File: src/rtl/uart_core_param.sv
// Parametrised UART core: configurable data/parity/stop/baud, 16x oversampled RX with
// glitch rejection, RX FIFO with ready/valid pop, sticky error flags and a registered irq.
module uart_core_param #(
    parameter int CLK_HZ     = 50000000,
    parameter int BAUD       = 115200,
    parameter int DATA_BITS  = 8,
    parameter int PARITY     = 0,
    parameter int STOP_BITS  = 1,
    parameter int FIFO_DEPTH = 4
) (
    input  logic       clk,
    input  logic       rst,
    input  logic       rx,
    output logic       tx,
    input  logic       transmit,
    input  logic [7:0] tx_byte,
    output logic       busy,
    output logic [7:0] rx_byte,
    output logic       rx_valid,
    input  logic       rx_ready,
    output logic       parity_err,
    output logic       frame_err,
    output logic       overrun,
    input  logic       err_clr,
    output logic       irq
);
    localparam int DIV      = CLK_HZ / (BAUD * 16);
    localparam int BIT_CLKS = 16 * DIV;
    localparam int DCW      = $clog2(DIV);
    localparam int BCW      = $clog2(BIT_CLKS);
    localparam int AW       = $clog2(FIFO_DEPTH);

    typedef enum logic [2:0] {S_IDLE, S_START, S_DATA, S_PARITY, S_STOP} state_e;

    // Upper tx_byte bits are ignored for narrow data widths.
    logic unused_s;
    assign unused_s = ^tx_byte;

    logic [DCW-1:0] div_cnt_q, div_cnt_d;
    logic           tick_s;
    logic           rx_meta_q, rx_s_q;

    // Free-running oversampling tick generator
    always_comb begin
        tick_s    = (div_cnt_q == DCW'(DIV - 1));
        div_cnt_d = tick_s ? '0 : div_cnt_q + DCW'(1);
    end

    // Tick counter and two-flop rx synchroniser
    always_ff @(posedge clk or negedge rst) begin
        if (!rst) begin
            div_cnt_q <= '0;
            rx_meta_q <= 1'b1;
            rx_s_q    <= 1'b1;
        end else begin
            div_cnt_q <= div_cnt_d;
            rx_meta_q <= rx;
            rx_s_q    <= rx_meta_q;
        end
    end

    // ---------------- transmitter ----------------
    state_e               tx_state_q, tx_state_d;
    logic [BCW-1:0]       tx_cnt_q, tx_cnt_d;
    logic [2:0]           tx_bit_q, tx_bit_d;
    logic [DATA_BITS-1:0] tx_data_q, tx_data_d;
    logic                 tx_par_q, tx_par_d;
    logic                 tx_q, tx_d;
    logic                 busy_q, busy_d;
    logic                 tx_end_s;

    // TX next-state: the data register shifts right so the next bit is always at [1]
    always_comb begin
        tx_state_d = tx_state_q;
        tx_bit_d   = tx_bit_q;
        tx_data_d  = tx_data_q;
        tx_par_d   = tx_par_q;
        tx_d       = tx_q;
        busy_d     = busy_q;
        tx_end_s   = (tx_cnt_q == BCW'(BIT_CLKS - 1));
        tx_cnt_d   = tx_end_s ? '0 : tx_cnt_q + BCW'(1);
        case (tx_state_q)
            S_IDLE: begin
                tx_cnt_d = '0;
                if (transmit) begin
                    tx_data_d  = tx_byte[DATA_BITS-1:0];
                    tx_par_d   = (PARITY == 32'sd1) ? ~^tx_byte[DATA_BITS-1:0] : ^tx_byte[DATA_BITS-1:0];
                    tx_state_d = S_START;
                    tx_d       = 1'b0;
                    busy_d     = 1'b1;
                end else begin
                    tx_d   = 1'b1;
                    busy_d = 1'b0;
                end
            end
            S_START: begin
                if (tx_end_s) begin
                    tx_state_d = S_DATA;
                    tx_bit_d   = 3'd0;
                    tx_d       = tx_data_q[0];
                end else begin
                    tx_d = 1'b0;
                end
            end
            S_DATA: begin
                if (tx_end_s && (tx_bit_q == 3'(DATA_BITS - 1))) begin
                    tx_bit_d = 3'd0;
                    if (PARITY != 32'sd0) begin
                        tx_state_d = S_PARITY;
                        tx_d       = tx_par_q;
                    end else begin
                        tx_state_d = S_STOP;
                        tx_d       = 1'b1;
                    end
                end else if (tx_end_s) begin
                    tx_bit_d  = tx_bit_q + 3'd1;
                    tx_data_d = tx_data_q >> 1;
                    tx_d      = tx_data_q[1];
                end else begin
                    tx_d = tx_data_q[0];
                end
            end
            S_PARITY: begin
                if (tx_end_s) begin
                    tx_state_d = S_STOP;
                    tx_bit_d   = 3'd0;
                    tx_d       = 1'b1;
                end else begin
                    tx_d = tx_par_q;
                end
            end
            S_STOP: begin
                if (tx_end_s && (tx_bit_q == 3'(STOP_BITS - 1))) begin
                    tx_state_d = S_IDLE;
                    busy_d     = 1'b0;
                end else if (tx_end_s) begin
                    tx_bit_d = tx_bit_q + 3'd1;
                end else begin
                    tx_d = 1'b1;
                end
            end
            default: begin
                tx_state_d = S_IDLE;
                tx_d       = 1'b1;
                busy_d     = 1'b0;
            end
        endcase
    end

    // TX state and registered line/busy outputs
    always_ff @(posedge clk or negedge rst) begin
        if (!rst) begin
            tx_state_q <= S_IDLE;
            tx_cnt_q   <= '0;
            tx_bit_q   <= 3'd0;
            tx_data_q  <= '0;
            tx_par_q   <= 1'b0;
            tx_q       <= 1'b1;
            busy_q     <= 1'b0;
        end else begin
            tx_state_q <= tx_state_d;
            tx_cnt_q   <= tx_cnt_d;
            tx_bit_q   <= tx_bit_d;
            tx_data_q  <= tx_data_d;
            tx_par_q   <= tx_par_d;
            tx_q       <= tx_d;
            busy_q     <= busy_d;
        end
    end

    // ---------------- receiver ----------------
    state_e               rx_state_q, rx_state_d;
    logic [3:0]           rx_tcnt_q, rx_tcnt_d;
    logic [2:0]           rx_bit_q, rx_bit_d;
    logic [DATA_BITS-1:0] rx_sh_q, rx_sh_d;
    logic                 mid_s, half_s, push_s, pe_set_s, fe_set_s, par_exp_s;

    // RX next-state: START waits 8 ticks, every later bit is sampled 16 ticks apart
    always_comb begin
        rx_state_d = rx_state_q;
        rx_bit_d   = rx_bit_q;
        rx_sh_d    = rx_sh_q;
        push_s     = 1'b0;
        pe_set_s   = 1'b0;
        fe_set_s   = 1'b0;
        half_s     = tick_s && (rx_tcnt_q == 4'd7);
        mid_s      = tick_s && (rx_tcnt_q == 4'd15);
        par_exp_s  = (PARITY == 32'sd1) ? ~^rx_sh_q : ^rx_sh_q;
        rx_tcnt_d  = tick_s ? rx_tcnt_q + 4'd1 : rx_tcnt_q;
        case (rx_state_q)
            S_IDLE: begin
                rx_tcnt_d = 4'd0;
                if (!rx_s_q) begin
                    rx_state_d = S_START;
                end else begin
                    rx_state_d = S_IDLE;
                end
            end
            S_START: begin
                if (half_s) begin
                    rx_tcnt_d  = 4'd0;
                    rx_bit_d   = 3'd0;
                    rx_state_d = rx_s_q ? S_IDLE : S_DATA;
                end else begin
                    rx_state_d = S_START;
                end
            end
            S_DATA: begin
                if (mid_s) begin
                    rx_sh_d = {rx_s_q, rx_sh_q[DATA_BITS-1:1]};
                    if (rx_bit_q == 3'(DATA_BITS - 1)) begin
                        rx_bit_d   = 3'd0;
                        rx_state_d = (PARITY != 32'sd0) ? S_PARITY : S_STOP;
                    end else begin
                        rx_bit_d = rx_bit_q + 3'd1;
                    end
                end else begin
                    rx_state_d = S_DATA;
                end
            end
            S_PARITY: begin
                if (mid_s) begin
                    pe_set_s   = (rx_s_q != par_exp_s);
                    rx_bit_d   = 3'd0;
                    rx_state_d = S_STOP;
                end else begin
                    rx_state_d = S_PARITY;
                end
            end
            S_STOP: begin
                if (mid_s) begin
                    fe_set_s = ~rx_s_q;
                    if (rx_bit_q == 3'(STOP_BITS - 1)) begin
                        push_s     = 1'b1;
                        rx_state_d = S_IDLE;
                    end else begin
                        rx_bit_d = rx_bit_q + 3'd1;
                    end
                end else begin
                    rx_state_d = S_STOP;
                end
            end
            default: begin
                rx_state_d = S_IDLE;
            end
        endcase
    end

    // ---------------- FIFO, flags, irq ----------------
    logic [DATA_BITS-1:0] mem_q [FIFO_DEPTH];
    logic [AW:0]          wr_q, wr_d, rd_q, rd_d;
    logic [7:0]           rx_byte_q, rx_byte_d;
    logic                 rx_valid_q, rx_valid_d;
    logic                 pe_q, pe_d, fe_q, fe_d, ov_q, ov_d, irq_q, irq_d;
    logic                 full_s, pop_s, push_ok_s, ov_set_s;
    logic [DATA_BITS-1:0] head_s;

    // Pointer update and next head; a push into an empty FIFO bypasses the memory
    always_comb begin
        full_s    = (wr_q[AW] != rd_q[AW]) && (wr_q[AW-1:0] == rd_q[AW-1:0]);
        pop_s     = rx_valid_q & rx_ready;
        push_ok_s = push_s && (!full_s || pop_s);
        ov_set_s  = push_s && full_s && !pop_s;
        wr_d      = push_ok_s ? wr_q + {{AW{1'b0}}, 1'b1} : wr_q;
        rd_d      = pop_s ? rd_q + {{AW{1'b0}}, 1'b1} : rd_q;
        if (wr_d == rd_d) begin
            head_s = '0;
        end else if (push_ok_s && (wr_q[AW-1:0] == rd_d[AW-1:0])) begin
            head_s = rx_sh_q;
        end else begin
            head_s = mem_q[rd_d[AW-1:0]];
        end
        rx_byte_d                 = 8'h00;
        rx_byte_d[DATA_BITS-1:0]  = head_s;
        rx_valid_d                = (wr_d != rd_d);
        pe_d  = pe_set_s ? 1'b1 : (err_clr ? 1'b0 : pe_q);
        fe_d  = fe_set_s ? 1'b1 : (err_clr ? 1'b0 : fe_q);
        ov_d  = ov_set_s ? 1'b1 : (err_clr ? 1'b0 : ov_q);
        irq_d = rx_valid_q | pe_q | fe_q | ov_q;
    end

    // RX FSM, FIFO storage and status registers
    always_ff @(posedge clk or negedge rst) begin
        if (!rst) begin
            rx_state_q <= S_IDLE;
            rx_tcnt_q  <= 4'd0;
            rx_bit_q   <= 3'd0;
            rx_sh_q    <= '0;
            for (int i = 0; i < FIFO_DEPTH; i++) mem_q[i] <= '0;
            wr_q       <= '0;
            rd_q       <= '0;
            rx_byte_q  <= 8'h00;
            rx_valid_q <= 1'b0;
            pe_q       <= 1'b0;
            fe_q       <= 1'b0;
            ov_q       <= 1'b0;
            irq_q      <= 1'b0;
        end else begin
            rx_state_q <= rx_state_d;
            rx_tcnt_q  <= rx_tcnt_d;
            rx_bit_q   <= rx_bit_d;
            rx_sh_q    <= rx_sh_d;
            if (push_ok_s) mem_q[wr_q[AW-1:0]] <= rx_sh_q;
            wr_q       <= wr_d;
            rd_q       <= rd_d;
            rx_byte_q  <= rx_byte_d;
            rx_valid_q <= rx_valid_d;
            pe_q       <= pe_d;
            fe_q       <= fe_d;
            ov_q       <= ov_d;
            irq_q      <= irq_d;
        end
    end

    assign tx         = tx_q;
    assign busy       = busy_q;
    assign rx_byte    = rx_byte_q;
    assign rx_valid   = rx_valid_q;
    assign parity_err = pe_q;
    assign frame_err  = fe_q;
    assign overrun    = ov_q;
    assign irq        = irq_q;
endmodule

File: config.mk
export PLATFORM = sky130hd
export DESIGN_NAME = uart_core_param
export DESIGN_NICKNAME = d
export VERILOG_FILES = /design/src/rtl/uart_core_param.sv
export SDC_FILE = /design/constraint.sdc
export NUM_CORES = 1
export LEC_CHECK = 0
export ABC_AREA = 1
export BUFFER_PORTS_ARGS = -buffer_cell sky130_fd_sc_hd__buf_2
export CAP_MARGIN = 20
export CORE_ASPECT_RATIO = 1.2
export CORE_MARGIN = 1.5
export CORE_UTILIZATION = 31
export DETAILED_ROUTE_END_ITERATION = 10
export PLACE_DENSITY = 0.59
export SLEW_MARGIN = 10
export SYNTH_ARGS = -nofsm -noshare
export SYNTH_HDL_FRONTEND = slang
export SYNTH_SLANG_ARGS = --single-unit
File: constraint.sdc
create_clock -name clk -period 1.65 [get_ports clk]
set_input_delay 0.2475 -clock clk [delete_from_list [all_inputs] [get_ports clk]]
set_output_delay 0.2475 -clock clk [all_outputs]
set_load 0.03 [all_outputs]
# == After elaboration in Yosys (flattened, before gate mapping) ==
# Index checks and enable logic that the tools add are counted.
# op_classes
addsub,7
n_mul,0
div_mod_pow,0
magnitude_cmp,3
eq_ne,37
n_shift,0
mux,69
bitwise_logic,8
n_reduce_logical,36
# ops
operator,n
$mux W3,22
$mux W8,8
$bwmux W32,1
$pmux W3 S5,2
$ne A2 B2 Y1 const B,14
$mux W1,21
$mux W9,2
$bmux W8 S2,1
$demux W8 S2,1
$pmux W8 S2,1
$reduce_xor A8 Y1,2
$add A3 B1 Y3 const B,4
$eq A3 B2 Y1 const B,4
$eq A3 B3 Y1 const B,4
$logic_not A3 Y1,4
$pmux W3 S4,1
$logic_and A1 B1 Y1,10
$reduce_and A2 Y1,5
$add A9 B1 Y9 const B,1
$eq A9 B9 Y1 const B,1
$pmux W3 S3,1
$mux W4,2
$pmux W4 S2,1
$reduce_bool A2 Y1,4
32 further kinds,43
# word_totals
register_bits,102
latchBits,0
ram_bits,0
mem_bits_ro,0
out_inout_bits,15
elab_cells,186
mem_count,0

# == Depth between registers and ports, before layout ==
# logic_depth
word_depth,8
ltp_mapped,13
ltp_nobuf,13

# == Worst setup path before layout ==
# No wires, ideal clock.
# synth_path
kind,reg-to-reg
start,register rx_bit_q[0]
end,"register rx_byte_q[0], in the netlist rx_byte[0]"
setup_ns,0.121
t_arrival_ns,1.682
required_ns,1.529
setup_slack_ns,-0.152
path_stages_with_launch,14
period_less_slack_ns,1.802
cell_sequence,dfrtp_1 -> inv_1 -> ha_1 -> inv_1 -> nor2_1 -> nand3_2 -> nor2_8 -> nand2_8 -> inv_2 -> nand2_1 -> nand2_2 -> nand3_4 -> nor2_8 -> nor2_2
# synth_between
elab_chain_len,8
# synth_rtl
element,line_no,source
from (decl),174,"logic [2:0] rx_bit_q, rx_bit_d;"
from (signal assigned),301,rx_bit_q <= rx_bit_d;
$logic_not A3 Y1 *,233,if (rx_bit_q == 3'(STOP_BITS - 1)) begin
$mux W1 *,233,
$mux W1 *,231,if (mid_s) begin
$mux W1 *,190,case (rx_state_q)
$logic_and A1 B1 Y1 *,262,push_ok_s = push_s && (!full_s || pop_s);
$mux W3 or $logic_and A1 B1 Y1 (tied branches),"264, 268",
$eq A3 B3 Y1 or $mux W8 (tied branches),"266, 268",
$mux W8 *,266,if (wr_d == rd_d) begin
net head_s[0],256,logic [DATA_BITS-1:0] head_s;
to (signal assigned),306,rx_byte_q <= rx_byte_d;
to (decl),252,"logic [7:0] rx_byte_q, rx_byte_d;"
# The timed path passes the listed nets; every way through them passes the cells marked *.
# A chain may end at the register's enable or synchronous reset.

# == Final worst setup path ==
# layout_path
start,register div_cnt_q[0]
end,"register rx_byte_q[0], in the netlist rx_byte[0]"
# layout_between
elab_chain_len,8
# layout_rtl
element,line_no,source
from (decl),39,"logic [DCW-1:0] div_cnt_q, div_cnt_d;"
from (signal assigned),56,div_cnt_q <= div_cnt_d;
$eq A5 B5 Y1,45,tick_s = (div_cnt_q == DCW'(DIV - 1));
$logic_and A1 B1 Y1,187,mid_s = tick_s && (rx_tcnt_q == 4'd15);
$mux W1,231,
$mux W1,190,
$logic_and A1 B1 Y1,262,
$mux W3,264,"wr_d = push_ok_s ? wr_q + {{AW{1'b0}}, 1'b1} : wr_q;"
net wr_d[1],251,"logic [AW:0] wr_q, wr_d, rd_q, rd_d;"
$eq A3 B3 Y1,266,
$mux W8,266,
net head_s[0],256,
# The timed path passes the listed nets, and every way through them passes these cells.

==> out/summary.txt <==
PLACED DESIGN
--------------------------------------------------------------------------------------------------
Final Wtd Congestion ................................................................       0.7910
IO Port Bufs ........................................................................           28
Area after DPL ...................................................................... 0.006335 mm²
Setup slack at placement ............................................................   -0.2272 ns
Post-detailed-placement half-perimeter wirelength ...................................      8392 µm
Post-Place Cells ....................................................................          911

WORST SETUP PATH
--------------------------------------------------------------------------------------------------
Dominant delay contributor by cell family on the critical path ...................... simple AND/OR/NAND/NOR gates
Highest cell delay on the worst timing path .........................................      0.39 ns
Critical path buffer and inverter count .............................................            1
Critical register-to-register path startpoint ....................................... div_cnt_q[0]$_DFF_PN0_
CP Data Required Time ...............................................................      1.89 ns
Setup slack, reg-to-reg .............................................................     -0.17 ns
CP Capture Type .....................................................................     register
Kind of critical path ............................................................... register to register
Cell count along the critical path ..................................................           13
CP Max Fanout .......................................................................            5
Most used cell along the critical path .............................................. sky130_fd_sc_hd__nand2_4
Critical Path Source Type ...........................................................     register
Crit-path cells ..................................................................... inv_1 -> ha_1 -> nand2_2 -> nor2_4 -> nand2_4 -> nor2_8 -> nand2_8 -> nand2_4 -> nand2_4 -> nand2_4 -> nand3_4 -> nor2_4 -> nor2_2
Cell type of the slowest stage on the worst timing path ............................. sky130_fd_sc_hd__dfrtp_1
R2r endpoint ........................................................................ rx_byte[0]$_DFF_PN0_
Depth of the worst register-to-register path ........................................           13
Worst EP arrival ....................................................................      2.06 ns

WORST HOLD PATH
--------------------------------------------------------------------------------------------------
Worst hold path class ............................................................... input pin to register
End point of the most critical hold path ............................................ overrun$_DFFE_PN0P_
Instance count along the most critical hold path ....................................            2
Origin of the worst min-delay path ..................................................      err_clr

STA
--------------------------------------------------------------------------------------------------
Final worst setup slack .............................................................   -0.1655 ns
Fin crit share ......................................................................       110.0%
Headroom to the max-slew limit ......................................................       66.68%
Transition time of the tightest slew-check pin ......................................    0.4960 ns
Setup repair after global routing missed its margin .................................         true
Smallest hold slack .................................................................    0.1181 ns
Setup TNS ...........................................................................    -3.093 ns
Final max-slew violation count ......................................................            0
Minimum clock period ................................................................     1.815 ns
Count of endpoints failing setup in the final report ................................           44
Worst Clk Skew ......................................................................  0.008375 ns
Total count of hold-check failures in the final report ..............................            0
Max frequency .......................................................................    550.8 MHz

FLOORPLANNING
--------------------------------------------------------------------------------------------------
Initial cell density of the core ....................................................       31.76%
Placement Rows ......................................................................           52
Die height ..........................................................................     147.2 µm
Width of the chip ...................................................................     123.2 µm
Total Die Area ......................................................................  0.01813 mm²
Core area ...........................................................................  0.01692 mm²
Boundary pin count ..................................................................           29

SYNTHESIS
--------------------------------------------------------------------------------------------------
Syn avg cell area ...................................................................    8.822 µm²
Ranking of synthesized cells by area ................................................ sky130_fd_sc_hd__dfrtp_1, sky130_fd_sc_hd__nand2_1, sky130_fd_sc_hd__inv_1
Post-synthesis instance total .......................................................          609
Share of the yosys chip area belonging to registers .................................       47.58%
Yosys Warn Count ....................................................................            0
Most area-hungry cell type in the Yosys netlist ..................................... sky130_fd_sc_hd__dfrtp_1
Net count after synthesis ...........................................................          638
Register bit count reported by yosys ................................................          102
Cell variety after synth ............................................................           44
Netlist area before placement ....................................................... 0.005373 mm²
Top cell type's share of synthesized area ...........................................       46.11%

GRT
--------------------------------------------------------------------------------------------------
GRT Total Usage .....................................................................       14.15%
Number of global-route vias before repair ...........................................        4,119
Initial antenna violation count .....................................................            0
Pin count of the biggest net entering global routing ................................           35
First-pass GRT wire length ..........................................................    20,090 µm
Leftover overflow at the end of global routing ......................................            0

POWER
--------------------------------------------------------------------------------------------------
VDD IR-drop max .....................................................................     519.4 µV
Total Power .........................................................................     8.042 mW
Leakage power figure ................................................................     3.396 nW
Cell area power density .............................................................  1143 mW/mm²

CELLS AND AREA
--------------------------------------------------------------------------------------------------
Most used cells in the layout excluding fill and tap cells .......................... sky130_fd_sc_hd__nand2_1, sky130_fd_sc_hd__dfrtp_1, sky130_fd_sc_hd__inv_1
Cell area after layout .............................................................. 0.007036 mm²
Proportion of layout cells with a drive suffix above 1 ..............................       32.01%
Reg area ............................................................................ 0.002557 mm²
Number of standard cells in the layout, taps in and fillers out .....................          944
Footprint of the multi-input gates .................................................. 0.002655 mm²
Fin util ............................................................................       41.59%
Diodes inserted .....................................................................            0
Area added between synthesis and finish .............................................       30.95%
Commonest non-fill, non-tap cell in the layout ...................................... sky130_fd_sc_hd__nand2_1
Number of nets in the final layout ..................................................          752
# fillers ...........................................................................        1,666

ROUTE
--------------------------------------------------------------------------------------------------
Met2 wire length ....................................................................      6198 µm
Detailed Route WL ...................................................................    12,080 µm
Initial DRC count ...................................................................          175
DR pass1 iterations .................................................................            5
Final routed DRC violation total ....................................................            0
WL/cell .............................................................................     12.79 µm
Detailed-route vias per instance ....................................................        4.481
Number of nets with antenna violations after detailed routing .......................            0
Met1 WL .............................................................................      5333 µm
Via total after detailed routing ....................................................        4,230
Length of routed met3 wiring ........................................................       303 µm
Highest metal layer with signal wires ...............................................         met4

CLOCK TREE
--------------------------------------------------------------------------------------------------
Number of clock sinks seen by CTS ...................................................          102
CTS Buf Count .......................................................................            9
Clock transition time at the flip-flop clock pins of the worst setup and hold paths .      0.07 ns
CTS H-Tree Depth ....................................................................            3
Clock latency of the later-clocked register in the worst-skew pair ..................      0.35 ns
TritonCTS clock tree ................................................................        built
CTS Buffer Depth ....................................................................            2
Clock root cell ..................................................................... sky130_fd_sc_hd__clkbuf_16

STATUS
--------------------------------------------------------------------------------------------------
Status .............................................................................. finished with violations
Failing checks ...................................................................... negative setup slack

RUN
--------------------------------------------------------------------------------------------------
Max-capacitance violation count .....................................................            0

-- metal layers --
| layer | global-route usage (%) | vias to the layer above |
|---|---|---|
| li1 | - | 2182 |
| met1 | 17.51 | 1980 |
| met2 | 24.61 | 54 |
| met3 | 1.980 | 14 |
| met4 | 5.517 | 0 |
| met5 | 0 | - |
-- worst register-to-register path, delay by kind of cell, from the launching register on --
family        cells  cell delay (ns)
buf+inv           1             0.06
flops             1             0.39
simple gates     11             1.09
fa+ha+maj         1             0.15
-- synthesized netlist by cell type --
library cell and instances:
sky130_fd_sc_hd__a41oi_1 1, sky130_fd_sc_hd__nand3_2 3, sky130_fd_sc_hd__nand3_4 1, sky130_fd_sc_hd__a21boi_2 1, sky130_fd_sc_hd__xor2_1 12, sky130_fd_sc_hd__nor2_1 39, sky130_fd_sc_hd__dfstp_2 3, sky130_fd_sc_hd__o221ai_1 1
sky130_fd_sc_hd__buf_2 6, sky130_fd_sc_hd__nor3b_1 1, sky130_fd_sc_hd__a211oi_1 3, sky130_fd_sc_hd__o32ai_1 3, sky130_fd_sc_hd__nand3_1 20, sky130_fd_sc_hd__inv_1 80, sky130_fd_sc_hd__nand2_1 133, sky130_fd_sc_hd__a21o_1 1
sky130_fd_sc_hd__ha_1 15, sky130_fd_sc_hd__nor2_8 2, sky130_fd_sc_hd__xnor2_1 14, sky130_fd_sc_hd__nor2_2 10, sky130_fd_sc_hd__dfrtp_1 99, sky130_fd_sc_hd__nand2_4 4, sky130_fd_sc_hd__and3b_1 1, sky130_fd_sc_hd__nand2_2 12
sky130_fd_sc_hd__o21a_1 7, sky130_fd_sc_hd__mux2_2 2, sky130_fd_sc_hd__a21oi_2 1, sky130_fd_sc_hd__nand3b_1 5, sky130_fd_sc_hd__o21ai_1 2, sky130_fd_sc_hd__o21ai_0 57, sky130_fd_sc_hd__inv_2 6, sky130_fd_sc_hd__a21oi_1 15
sky130_fd_sc_hd__a31oi_1 1, sky130_fd_sc_hd__nor2_4 6, sky130_fd_sc_hd__nor3_1 3, sky130_fd_sc_hd__o211ai_1 8, sky130_fd_sc_hd__clkbuf_1 2, sky130_fd_sc_hd__nand2_8 1, sky130_fd_sc_hd__o21ai_2 18, sky130_fd_sc_hd__xor2_2 2
sky130_fd_sc_hd__nand4_1 3, sky130_fd_sc_hd__buf_4 2, sky130_fd_sc_hd__nor3_4 1, sky130_fd_sc_hd__buf_6 2
-- cells by family (layout without fill, tap and decap cells) --
group / Yosys count / in the layout / synth area share (%)
mux: 2 / 2 / 0.4192
compound gates: 119 / 119 / 13.79
fa+ha+maj: 15 / 15 / 3.493
buf+inv: 98 / 215 / 7.406
simple gates: 245 / 247 / 22.47
flops: 102 / 102 / 47.58
xor+xnor: 28 / 28 / 4.844
-- final cells by class --
class                           count  share of cell area [%]
Tap cell                          216                   3.841
Timing Repair Buffer              113                   13.25
Multi-Input combinational cell    411                   37.74
Clock inverter                      2                  0.1956
Inverter                           86                   4.731
Clock buffer                       14                   3.895
Sequential cell                   102                   36.35
-- where the power goes --
part | internal, mW | switching [mW] | total [mW]
Sequential | 2.81 | 0.179 | 2.99
Combinational | 1.14 | 1.80 | 2.95
Clock | 1.15 | 0.950 | 2.10
Total | 5.11 | 2.93 | 8.04
-- sequential cells by signal, summed over array words and instances, names as in the netlist, 3 cells and up --
signal	flops
rx_tcnt_q	4
wr_q	3
div_cnt_q	5
rx_byte	8
rx_state_q	3
tx_cnt_q	9
rd_q	3
tx_data_q	8
tx_state_q	3
mem_q	32
rx_bit_q	3
tx_bit_q	3
rx_sh_q	8
-- worst max-delay path by stage --
stage               slack, ns               startpoint                    to
finish                  -0.17   div_cnt_q[0]$_DFF_PN0_  rx_byte[0]$_DFF_PN0_
global route            -0.28  rx_bit_q[0]$_DFFE_PN0P_  rx_byte[6]$_DFF_PN0_
CTS                     -0.15   div_cnt_q[0]$_DFF_PN0_  rx_byte[0]$_DFF_PN0_
detailed placement      -0.23  rx_bit_q[1]$_DFFE_PN0P_  rx_byte[7]$_DFF_PN0_
global placement        -0.18  rx_bit_q[0]$_DFFE_PN0P_  rx_byte[4]$_DFF_PN0_
floorplan               -0.11   div_cnt_q[0]$_DFF_PN0_  rx_byte[0]$_DFF_PN0_
-- what timing repair did --
| item | CTS | global route |
|---|---|---|
| endpoints found under the setup margin | 54 | 74 |
| hold buffers | 2 | 0 |
| resized for setup | 24 | 55 |
| pin swaps | 7 | 9 |
| setup buffers | 4 | 8 |
| gates cloned | 2 | 1 |
| hold endpoints to repair | 23 | 0 |
No activity file was read; power rests on OpenSTA's default activity.
